## src/rtl/port_uart_tx_pkg.sv

```systemverilog
// port_uart_tx_pkg: FSM states and port_out/port_in bit positions shared by the UART TX slice
package port_uart_tx_pkg;
  typedef enum logic [1:0] {IDLE = 2'd0, START = 2'd1, DATA = 2'd2, STOP = 2'd3} state_t;
  localparam int BUSY    = 0;
  localparam int FULL    = 1;
  localparam int OVF     = 2;
  localparam int ACK     = 8;
  localparam int TOG     = 8;
  localparam int OVF_CLR = 9;
endpackage

```

## src/rtl/port_uart_tx_fifo.sv

```systemverilog
// uart_fifo: circular byte FIFO (CLK, reset, push, pop, din -> dout, empty, full); push while full is taken only alongside a pop
module uart_fifo #(
  parameter int WIDTH      = 8,
  parameter int DEPTH_BITS = 2
) (
  input  logic             CLK,
  input  logic             reset,
  input  logic             push,
  input  logic             pop,
  input  logic [WIDTH-1:0] din,
  output logic [WIDTH-1:0] dout,
  output logic             empty,
  output logic             full
);
  logic [WIDTH-1:0] mem [2**DEPTH_BITS];
  logic [DEPTH_BITS-1:0] wr_ptr, rd_ptr;
  logic [DEPTH_BITS:0] count, count_nxt;
  logic wr_en, rd_en;
  assign rd_en = pop && !empty;
  assign wr_en = push && (!full || rd_en);
  assign count_nxt = count + (DEPTH_BITS+1)'(wr_en) - (DEPTH_BITS+1)'(rd_en);
  assign dout = mem[rd_ptr];
  always_ff @(posedge CLK)
    if (wr_en) mem[wr_ptr] <= din;
  always_ff @(posedge CLK) begin
    if (reset) begin
      wr_ptr <= '0;
      rd_ptr <= '0;
      count  <= '0;
      empty  <= 1'b1;
      full   <= 1'b0;
    end else begin
      wr_ptr <= wr_ptr + DEPTH_BITS'(wr_en);
      rd_ptr <= rd_ptr + DEPTH_BITS'(rd_en);
      count  <= count_nxt;
      empty  <= count_nxt == '0;
      full   <= count_nxt[DEPTH_BITS];
    end
  end
endmodule

```

## src/rtl/port_uart_tx.sv

```systemverilog
// port_uart_tx: toggle-strobed byte queue on port_out serialized as 8N1 on TX; busy/full/overflow/ack reported on port_in
module port_uart_tx
  import port_uart_tx_pkg::*;
#(
  parameter int WIDTH_REG       = 32,
  parameter int CLKS_PER_BIT    = 104,
  parameter int FIFO_DEPTH_BITS = 2
) (
  input  logic                 CLK,
  input  logic                 reset,
  input  logic [WIDTH_REG-1:0] port_out,
  output logic [WIDTH_REG-1:0] port_in,
  output logic                 TX
);
  localparam int CW = $clog2(CLKS_PER_BIT);
  state_t state;
  logic [CW-1:0] baud;
  logic [2:0] bit_idx;
  logic [7:0] shift_reg, dout;
  logic tog_q, ack_q, ovf_q, busy_q;
  logic push_req, pop, accept, drop, bit_end, empty, full, idle_next, unused;
  assign unused    = ^port_out;
  assign push_req  = port_out[TOG] != tog_q;
  assign pop       = state == IDLE && !empty;
  assign accept    = push_req && (!full || pop);
  assign drop      = push_req && !accept;
  assign bit_end   = baud == CW'(CLKS_PER_BIT-1);
  // busy is registered, so it is derived from where state and FIFO land after this edge
  assign idle_next = (state == IDLE || (state == STOP && bit_end)) && empty && !accept;
  uart_fifo #(.WIDTH(8), .DEPTH_BITS(FIFO_DEPTH_BITS)) u_fifo (
    .CLK(CLK), .reset(reset), .push(push_req), .pop(pop),
    .din(port_out[7:0]), .dout(dout), .empty(empty), .full(full)
  );
  always_comb begin
    port_in       = '0;
    port_in[BUSY] = busy_q;
    port_in[FULL] = full;
    port_in[OVF]  = ovf_q;
    port_in[ACK]  = ack_q;
  end
  always_ff @(posedge CLK) begin
    tog_q <= port_out[TOG];
    if (reset) begin
      ack_q  <= port_out[TOG];
      ovf_q  <= 1'b0;
      busy_q <= 1'b0;
    end else begin
      ack_q  <= accept ? port_out[TOG] : ack_q;
      ovf_q  <= drop || (ovf_q && !port_out[OVF_CLR]);
      busy_q <= !idle_next;
    end
  end
  always_ff @(posedge CLK) begin
    if (reset) begin
      state     <= IDLE;
      TX        <= 1'b1;
      baud      <= '0;
      bit_idx   <= '0;
      shift_reg <= '0;
    end else begin
      baud <= bit_end ? '0 : baud + CW'(1);
      case (state)
        IDLE: begin
          baud <= '0;
          if (!empty) begin
            shift_reg <= dout;
            state     <= START;
            TX        <= 1'b0;
          end
        end
        START: if (bit_end) begin
          state   <= DATA;
          TX      <= shift_reg[0];
          bit_idx <= '0;
        end
        DATA: if (bit_end) begin
          shift_reg <= shift_reg >> 1;
          bit_idx   <= bit_idx + 3'd1;
          state     <= bit_idx == 3'd7 ? STOP : DATA;
          TX        <= bit_idx == 3'd7 ? 1'b1 : shift_reg[1];
        end
        STOP: if (bit_end) state <= IDLE;
      endcase
    end
  end
endmodule

```

## config.mk

```make
export PLATFORM = sky130hd
export DESIGN_NAME = port_uart_tx
export DESIGN_NICKNAME = d
export VERILOG_FILES = /design/src/rtl/port_uart_tx_pkg.sv /design/src/rtl/port_uart_tx_fifo.sv /design/src/rtl/port_uart_tx.sv
export SDC_FILE = /design/constraint.sdc
export NUM_CORES = 1
export LEC_CHECK = 0
export CORE_MARGIN = 2
export CORE_UTILIZATION = 44
export CTS_BUF_LIST = sky130_fd_sc_hd__clkbuf_2
export CTS_CLUSTER_DIAMETER = 30
export DETAILED_ROUTE_END_ITERATION = 12
export GPL_ROUTABILITY_DRIVEN = 0
export PLACE_DENSITY = 0.71
export SLEW_MARGIN = 20
export SYNTH_ARGS = -nofsm -noshare
export SYNTH_HDL_FRONTEND = slang
export SYNTH_HIERARCHICAL = 1
export SYNTH_SLANG_ARGS = --single-unit
```

## constraint.sdc

```tcl
create_clock -name CLK -period 7.6 [get_ports CLK]
set_clock_uncertainty 0.1 [all_clocks]
set_input_delay 1.52 -clock CLK [delete_from_list [all_inputs] [get_ports CLK]]
set_output_delay 1.52 -clock CLK [all_outputs]
set_load 0.03 [all_outputs]
```

==> results.tsv <==
metric	value	unit
FILL cells	597	
TritonCTS Buffers	9	
antenna cell count	0	
Metal-1 WL	2022	um
CP required	7.90	ns
clock-pin slew on the worst setup and hold paths	0.18	ns
Final Hold Viols	0	
met2 wire len	2160	um
die area	7478	um^2
area of the multi-input gates	1165	um^2
# H-tree levels	3	
Post-synth EDFFs	33	
max layer used	met4	
slowest cell on the critical path	clkdlybuf4s50_1	
synthesized instance count	243	
Synth async-reset ratio	0	%
CORE AREA	6681	um^2
routed wl met3	229	um
nets	310	
Final setup violation count	0	
Synth Flop Type	edfxtp_1	
Rows	30	
Synth area leader	edfxtp_1	
Final Util	49.21	%
crit-path leading delay family	adder cells	
Slew Viols, Final	0	
number of flip-flops in the largest register	32	
synth top area cells	edfxtp_1, dfxtp_1, buf_4, mux4_2, ha_1	
Synth Area in Compound Gates	9.114	%
CTS sink count	65	
Crit Path Class	in -> reg	
Synth Area in XOR/XNOR	3.094	%
Worst setup EP type	flop	
Design Area, Final	3288	um^2
Worst Path Buf+Inv	3	
final WL	4521	um
simple-gate share of the synthesized area	9.992	%
initial antenna violation count	0	
Avg WL per Cell	13.03	um
crit-path cells	clkdlybuf4s50_1 > xor2_1 > o21ai_0 > ha_1 > inv_1 > ha_1 > inv_1 > fa_1 > xnor3_1 > a31o_1	
initial core utilization	44.79	%
Via Count	1743	
startpoint types	input port	
Reg area	1632	um^2
slowest stage delay, CP	0.51	ns
Period Utilization, post-route	47.47	%
PortBufs	16	
Mapped Area	2993	um^2
Post CTS Setup Buffer Count	0	
post-synth top area share	33.11	%
Synthesis Warnings	6	
Hold Path Class	reg -> reg	
Slew @ Worst Pin	0.9683	ns
sequential share of the synthesized area	54.52	%
#FFs+latches synth	65	
Max-cap violations	0	
Total Power	1.065	mW
Clock Latency Late Sink	0.50	ns
global route overflow	0	
fmax	277.2	MHz
Vias/cell	5.023	
TritonCTS clock tree	yes	
vias in the first global route	1542	
1st-iter DRT viols	36	
DRC errors left	0	
GR Util All Layers	12.97	%
fraction of synthesized area in multiplexers	6.689	%
largest family of logic cells by synthesized area	buffers and inverters	
synthesis-to-finish area growth	9.866	%
min cycle time layout	3.607	ns
first-pass GRT wire length	7300	um
crit path DAT	3.91	ns
leakage	1.271	nW
Post-CTS Hold Buffers	0	
layout cell share with drive strength beyond 1	16.48	%
max_slew headroom	35.25	%
post-route ant nets	0	
Pwr per Cell Area	323.8	nW/um^2
hpwl dp	3129	um
die height	86.48	um
status	completed	
VDD IR-drop max	0.1507	mV
Post-Route Setup TNS	0	ns
RSZ-0062 raised after global routing	no	
post-synthesis adder-cell area fraction	6.104	%
Post-Syn Area per Cell	12.32	um^2
placed inst area	3124	um^2
Cell variety after synth	41	
worst-path maximum fanout	6	
largest net degree at the start of global routing	28	
CTS root buf	clkbuf_2	
I/O pin count	67	
Clock Path Buffers	2	
Post-CTS Resized	0	
Chip Width	86.48	um
TritonRoute pass-1 iters	4	
[kinds of logic after synthesis]
| group | after synthesis |
|---|---|
| flops | 65 |
| simple gates | 60 |
| buf+inv | 50 |
| compound gates | 34 |
| fa+ha+maj | 14 |
| mux | 10 |
| xor+xnor | 9 |
| other cells | 1 |
[synth_stat cells, types with 4 or more instances]
| cell type | number |
|---|---|
| edfxtp_1 | 33 |
| buf_4 | 32 |
| dfxtp_1 | 32 |
| nor2_1 | 27 |
| ha_1 | 13 |
| inv_1 | 12 |
| mux4_2 | 8 |
| nand2_1 | 8 |
| a21oi_1 | 7 |
| nor3_1 | 7 |
| o221a_2 | 7 |
| o21ai_0 | 6 |
| xnor2_1 | 5 |
| and3_2 | 4 |
| nand3_1 | 4 |
[worst reg2reg max path: stages, from the launching register on]
cell and delay, ns:
dfxtp_1 0.45, inv_1 0.11, ha_1 0.28, nand2b_1 0.31
inv_1 0.07, nand2b_1 0.20, inv_1 0.13, o21ai_0 0.17
ha_1 0.25, inv_1 0.06, ha_1 0.13, inv_1 0.05
fa_1 0.37, xnor3_1 0.22, a31o_1 0.24
[layout make-up]
| class | count | area share [%] |
|---|---|---|
| Tap cell | 80 | 3.044 |
| Clock buffer | 9 | 1.370 |
| Clock inverter | 7 | 3.615 |
| Sequential cell | 65 | 49.62 |
| Multi-Input combinational cell | 155 | 35.43 |
| Inverter | 12 | 1.370 |
| Timing Repair Buffer | 19 | 5.556 |
[layer usage]
| layer | up-vias | global-route usage [%] |
|---|---|---|
| met4 | 0 | 7.244 |
| met2 | 51 | 20.28 |
| met3 | 10 | 4.000 |
| met5 | - | 0 |
| li1 | 852 | - |
| met1 | 830 | 15.99 |
[path summary, 6_finish.rpt]
path	slack (ns)	endpoint	cells past startpoint	startpoint
worst min register to register	0.37	baud[0]	1	baud[0]
worst min-delay path	0.37	baud[0]	1	baud[0]
worst max-delay path	3.99	u_fifo/empty	10	port_out[8]
worst max register to register	4.38	u_fifo/empty	14	state[0]
[through the flow]
stage / setup slack, ns / hold slack [ns] / instances
after floorplan: 3.698 / 0.3176 / 270
after global placement: 3.496 / 0.3338 / 331
after detailed placement: 3.462 / 0.3415 / 331
after CTS: 4.022 / 0.3696 / 347
after global routing: 3.874 / 0.4037 / 347
final: 3.993 / 0.3733 / 347
[report_power, final]
group,switching [mW],internal (mW),total [mW]
Sequential,0.0478,0.433,0.480
Clock,0.126,0.142,0.267
Combinational,0.171,0.146,0.317
[cell usage in the layout (no fill, tap or decap), drive strengths merged, types with 4 or more instances in the layout]
cell / netlist / layout
clkdlybuf4s50: 0 / 16
dfxtp: 32 / 32
nor3: 7 / 7
o221a: 7 / 7
mux4: 8 / 8
a21oi: 7 / 7
edfxtp: 33 / 33
conb: 1 / 28
clkbuf: 3 / 9
and3: 4 / 4
o21ai: 6 / 6
nand2: 9 / 9
nand3: 4 / 4
xnor2: 5 / 5
ha: 13 / 13
nor2: 27 / 27
inv: 12 / 12
(Power assumes the default switching activity.)
==> patch 1: new RTL, config.mk and constraints unchanged <==
Make the reset (`reset`) asynchronous in 2 clocked blocks.
--- a/src/rtl/port_uart_tx_fifo.sv
+++ b/src/rtl/port_uart_tx_fifo.sv
@@ -22,7 +22,7 @@
   assign dout = mem[rd_ptr];
   always_ff @(posedge CLK)
     if (wr_en) mem[wr_ptr] <= din;
-  always_ff @(posedge CLK) begin
+  always_ff @(posedge CLK or posedge reset) begin
     if (reset) begin
       wr_ptr <= '0;
       rd_ptr <= '0;
--- a/src/rtl/port_uart_tx.sv
+++ b/src/rtl/port_uart_tx.sv
@@ -50,7 +50,7 @@
       busy_q <= !idle_next;
     end
   end
-  always_ff @(posedge CLK) begin
+  always_ff @(posedge CLK or posedge reset) begin
     if (reset) begin
       state     <= IDLE;
       TX        <= 1'b1;
Formal check against the unedited RTL: differs if reset is asserted again (counterexample within 4 cycles, from zero or initial values and one cycle with reset high); with reset held inactive, the same outputs for 10 cycles.
==> patch 1 against the unedited design <==
Design area increased by 5.5%; power rose by 19%; wire length rose by 5.8%; die area rose by 5.5%; area after synthesis increased by 5.8%; setup slack worse by 0.038 ns; sequential share of layout area rose by 1.7 points; sequential power up 15%; global-route usage rose by 0.59 points; sequential cell count unchanged; largest cell class unchanged; highest routed layer unchanged.
==> patch 1: results (changes against the unedited design) <==
seq_area_frac_synth_pct: 56.21  # +1.7 points
dp_hpwl_mm: 3.275  # +4.7%
synthTopCellsByCount: "33 x edfxtp_1, 32 x buf_4, 27 x dfrtp_1"
min-delay-start: "baud[0]"
outcome: "completed"
holdWs_ns: 0.3707  # -0.002651 ns
drt_iter0_markers: 123  # +240%
vias_per_cell: 4.915  # -2.2%
met2WireLength_mm: 2.202  # +1.9%
post-place-cells: 348  # +5.1%
min_to: "baud[0]"
fin_cells: 364  # +4.9%
globalRouteMet1Util_pct: 16.79  # +0.80 points
peakVddDrop_v: 0.0001851  # +23%
worstReg2RegStart: "state[0]"
dp_worst_setup_slack_ns: 3.433  # -0.02947 ns
grt_pass1_vias: 1737  # +13%
syn_inst: 245  # +0.82%
async_flop_share_pct: 44.62  # +45 points
drive_gt1_share_pct: 15.30  # -1.2 points
grtUsageMet2_pct: 21.98  # +1.7 points
met3_length_um: 224  # -2.2%
synth.distinct_cells: 50  # +22%
track_usage_pct: 13.56  # +0.59 points
rrSetupSlack_ns: 4.54  # +0.16 ns
grt_pass1_wl_mm: 7.928  # +8.6%
p_sw_w: 0.0004741  # +38%
m1WireLength_mm: 2.267  # +12%
-- patch 1: cell types whose count changed in the layout (fill, tap and decap cells not counted), sizes merged, moves of 7 or more --
cell   delta
dfrtp    +27
dfxtp    -29
nor2     -22
o221a     -7
-- patch 1: cell type report --
| cell class | count | area, um2 | share of cell area (%) |
|---|---|---|---|
| Timing Repair Buffer | 20 | 190.2 | 5.483 |
| Multi-Input combinational cell | 152 | 1175 | 33.87 |
| Sequential cell | 65 | 1779 | 51.30 |
| Tap cell | 96 | 120.1 | 3.463 |
| Inverter | 15 | 56.30 | 1.623 |
| Clock inverter | 7 | 102.6 | 2.958 |
| Clock buffer | 9 | 45.04 | 1.299 |
-- patch 1: logic make-up (layout without fill, tap and decap cells) --
group           Yosys count  in the layout  share of synthesized area [%]
xor+xnor                  8              8                          2.688
mux                      11             11                          6.719
compound gates           35             35                          8.024
buf+inv                  55             51                          10.67
other cells               1             28                         0.1185
flops                    65             65                          56.21
fa+ha+maj                14             14                          5.771
simple gates             56             56                          9.802
==> patch 2: new RTL, same settings <==
Without the edit above. `WIDTH_REG`: 32 -> 64.
--- a/src/rtl/port_uart_tx.sv
+++ b/src/rtl/port_uart_tx.sv
@@ -2,7 +2,7 @@
 module port_uart_tx
   import port_uart_tx_pkg::*;
 #(
-  parameter int WIDTH_REG       = 32,
+  parameter int WIDTH_REG       = 64,
   parameter int CLKS_PER_BIT    = 104,
   parameter int FIFO_DEPTH_BITS = 2
 ) (
Interface: changed (resized port_in and port_out); port bits go from 67 to 131. No check against the original RTL was run, so the function may have changed too.
==> patch 2 against the unedited design <==
Area after synthesis is 8.0% higher; power up 3.0%; clock power grew 5%; sequential cell count did not move; wire length is 3.0% higher; design area increased by 4.6%; sequential power about the same; setup slack improved by 0.020 ns; largest power group unchanged.
==> patch 2: results (changes against the unedited design) <==
vias: 1826  # +4.8%
timing.critical_path.from: "port_out[8]"
r2r_cells: 14  # unchanged
finalPower_w: 0.001097  # +3.0%
dp_hpwl_mm: 3.319  # +6.1%
drt_iter0_markers: 107  # +200%
seq_power_share_pct: 43.8  # -1.3 points
antenna_found_initial: 0  # unchanged
nNetsFinal: 374  # +21%
root_buffer: "clkbuf_2"
min-delay-start: "baud[0]"
m1WireLength_mm: 1.981  # -2.0%
met3_length_um: 291  # +27%
globalRouteMet1Util_pct: 14.60  # -1.4 points
synth.distinct_cells: 41  # unchanged
worst_slew_pin_slew_ns: 0.9501  # -0.01815 ns
rrSetupSlack_ns: 4.41  # +0.03 ns
hp-class: "flop to flop"
fin_crit_ns: 3.587  # -0.02034 ns
cp.arrival_ns: 3.89  # -0.02 ns
comb_power_share_pct: 30.7  # +0.9 points
cts_buffer_depth: 2  # unchanged
cap_violations: 0  # unchanged
regToRegEndpoint: "u_fifo/empty"
outcome: "completed"
io_buffers: 16  # unchanged
grt_pass1_wl_mm: 7.955  # +9.0%
met2WireLength_mm: 2.330  # +7.9%
cts_max_level: 3  # unchanged
synthTopCellsByCount: "64 x buf_4, 33 x edfxtp_1, 32 x dfxtp_1"
detail_route.wl_per_cell_um: 11.70  # -10%
worstReg2RegStart: "state[0]"
synthTopCellsByArea: "edfxtp_1 31%, dfxtp_1 20%, buf_4 15%, mux4_2 5.6%, ha_1 5.0%"
use_met3_pct: 3.521  # -0.48 points
yosys_warnings: 6  # unchanged
leakagePower_nw: 1.384  # +8.9%
peakVddDrop_v: 0.0001730  # +15%
drive_gt1_share_pct: 14.72  # -1.8 points
p_int_w: 0.0007244  # +0.58%
dp_worst_setup_slack_ns: 3.490  # +0.02760 ns
seq_area_frac_synth_pct: 50.46  # -4.1 points
grt_pass1_vias: 1691  # +9.7%
top_layer: "met4"
track_usage_pct: 12.38  # -0.60 points
grtUsageMet2_pct: 21.09  # +0.81 points
clock_latency_ns: 0.48  # -0.02 ns
fillers: 639  # +7.0%
==> patch 2: cell families (layout without fill, tap and decap cells) <==
family / count (synthesis) / in the layout / synth area share, %
buffers and inverters: 82 / 47 / 17.03
flip-flops: 65 / 65 / 50.46
AND/OR/NAND/NOR: 60 / 60 / 9.250
AO/OA/AOI/OAI: 34 / 34 / 8.437
adder cells (fa/ha/maj): 14 / 14 / 5.650
multiplexers: 10 / 10 / 6.192
XOR/XNOR: 9 / 9 / 2.864
other: 1 / 60 / 0.1160
==> patch 2: worst max path at each step <==
stage,to
2_1_floorplan,u_fifo/mem[0][0]
3_3_place_gp,u_fifo/empty
3_5_place_dp,u_fifo/empty
4_1_cts,u_fifo/empty
5_1_grt,u_fifo/empty
6_report,u_fifo/empty
==> patch 2: critical path: stages <==
cell             delay (ns)
clkdlybuf4s50_1        0.51
xor2_1                 0.38
o21ai_0                0.17
ha_1                   0.29
inv_1                  0.05
ha_1                   0.12
inv_1                  0.05
fa_1                   0.36
xnor3_1                0.20
a31o_1                 0.23
==> patch 2: stage by stage <==
step,utilization [%],instance area (um2),hold WS (ns),instances
CTS,47.92,3438,0.3671,398
global placement,45.54,3268,0.3327,382
floorplan,-,3455,0.3176,334
finish,47.92,3438,0.3648,398
global route,47.92,3438,0.3998,398
detailed placement,45.54,3268,0.3381,382
==> patch 2: layout make-up <==
type | instances | share of cell area [%]
sequential | 65 | 47.45
multi-input combinational | 187 | 37.37
timing repair buffer | 19 | 5.313
clock inverter | 7 | 3.639
tap | 99 | 3.603
clock buffer | 9 | 1.310
inverter | 12 | 1.310
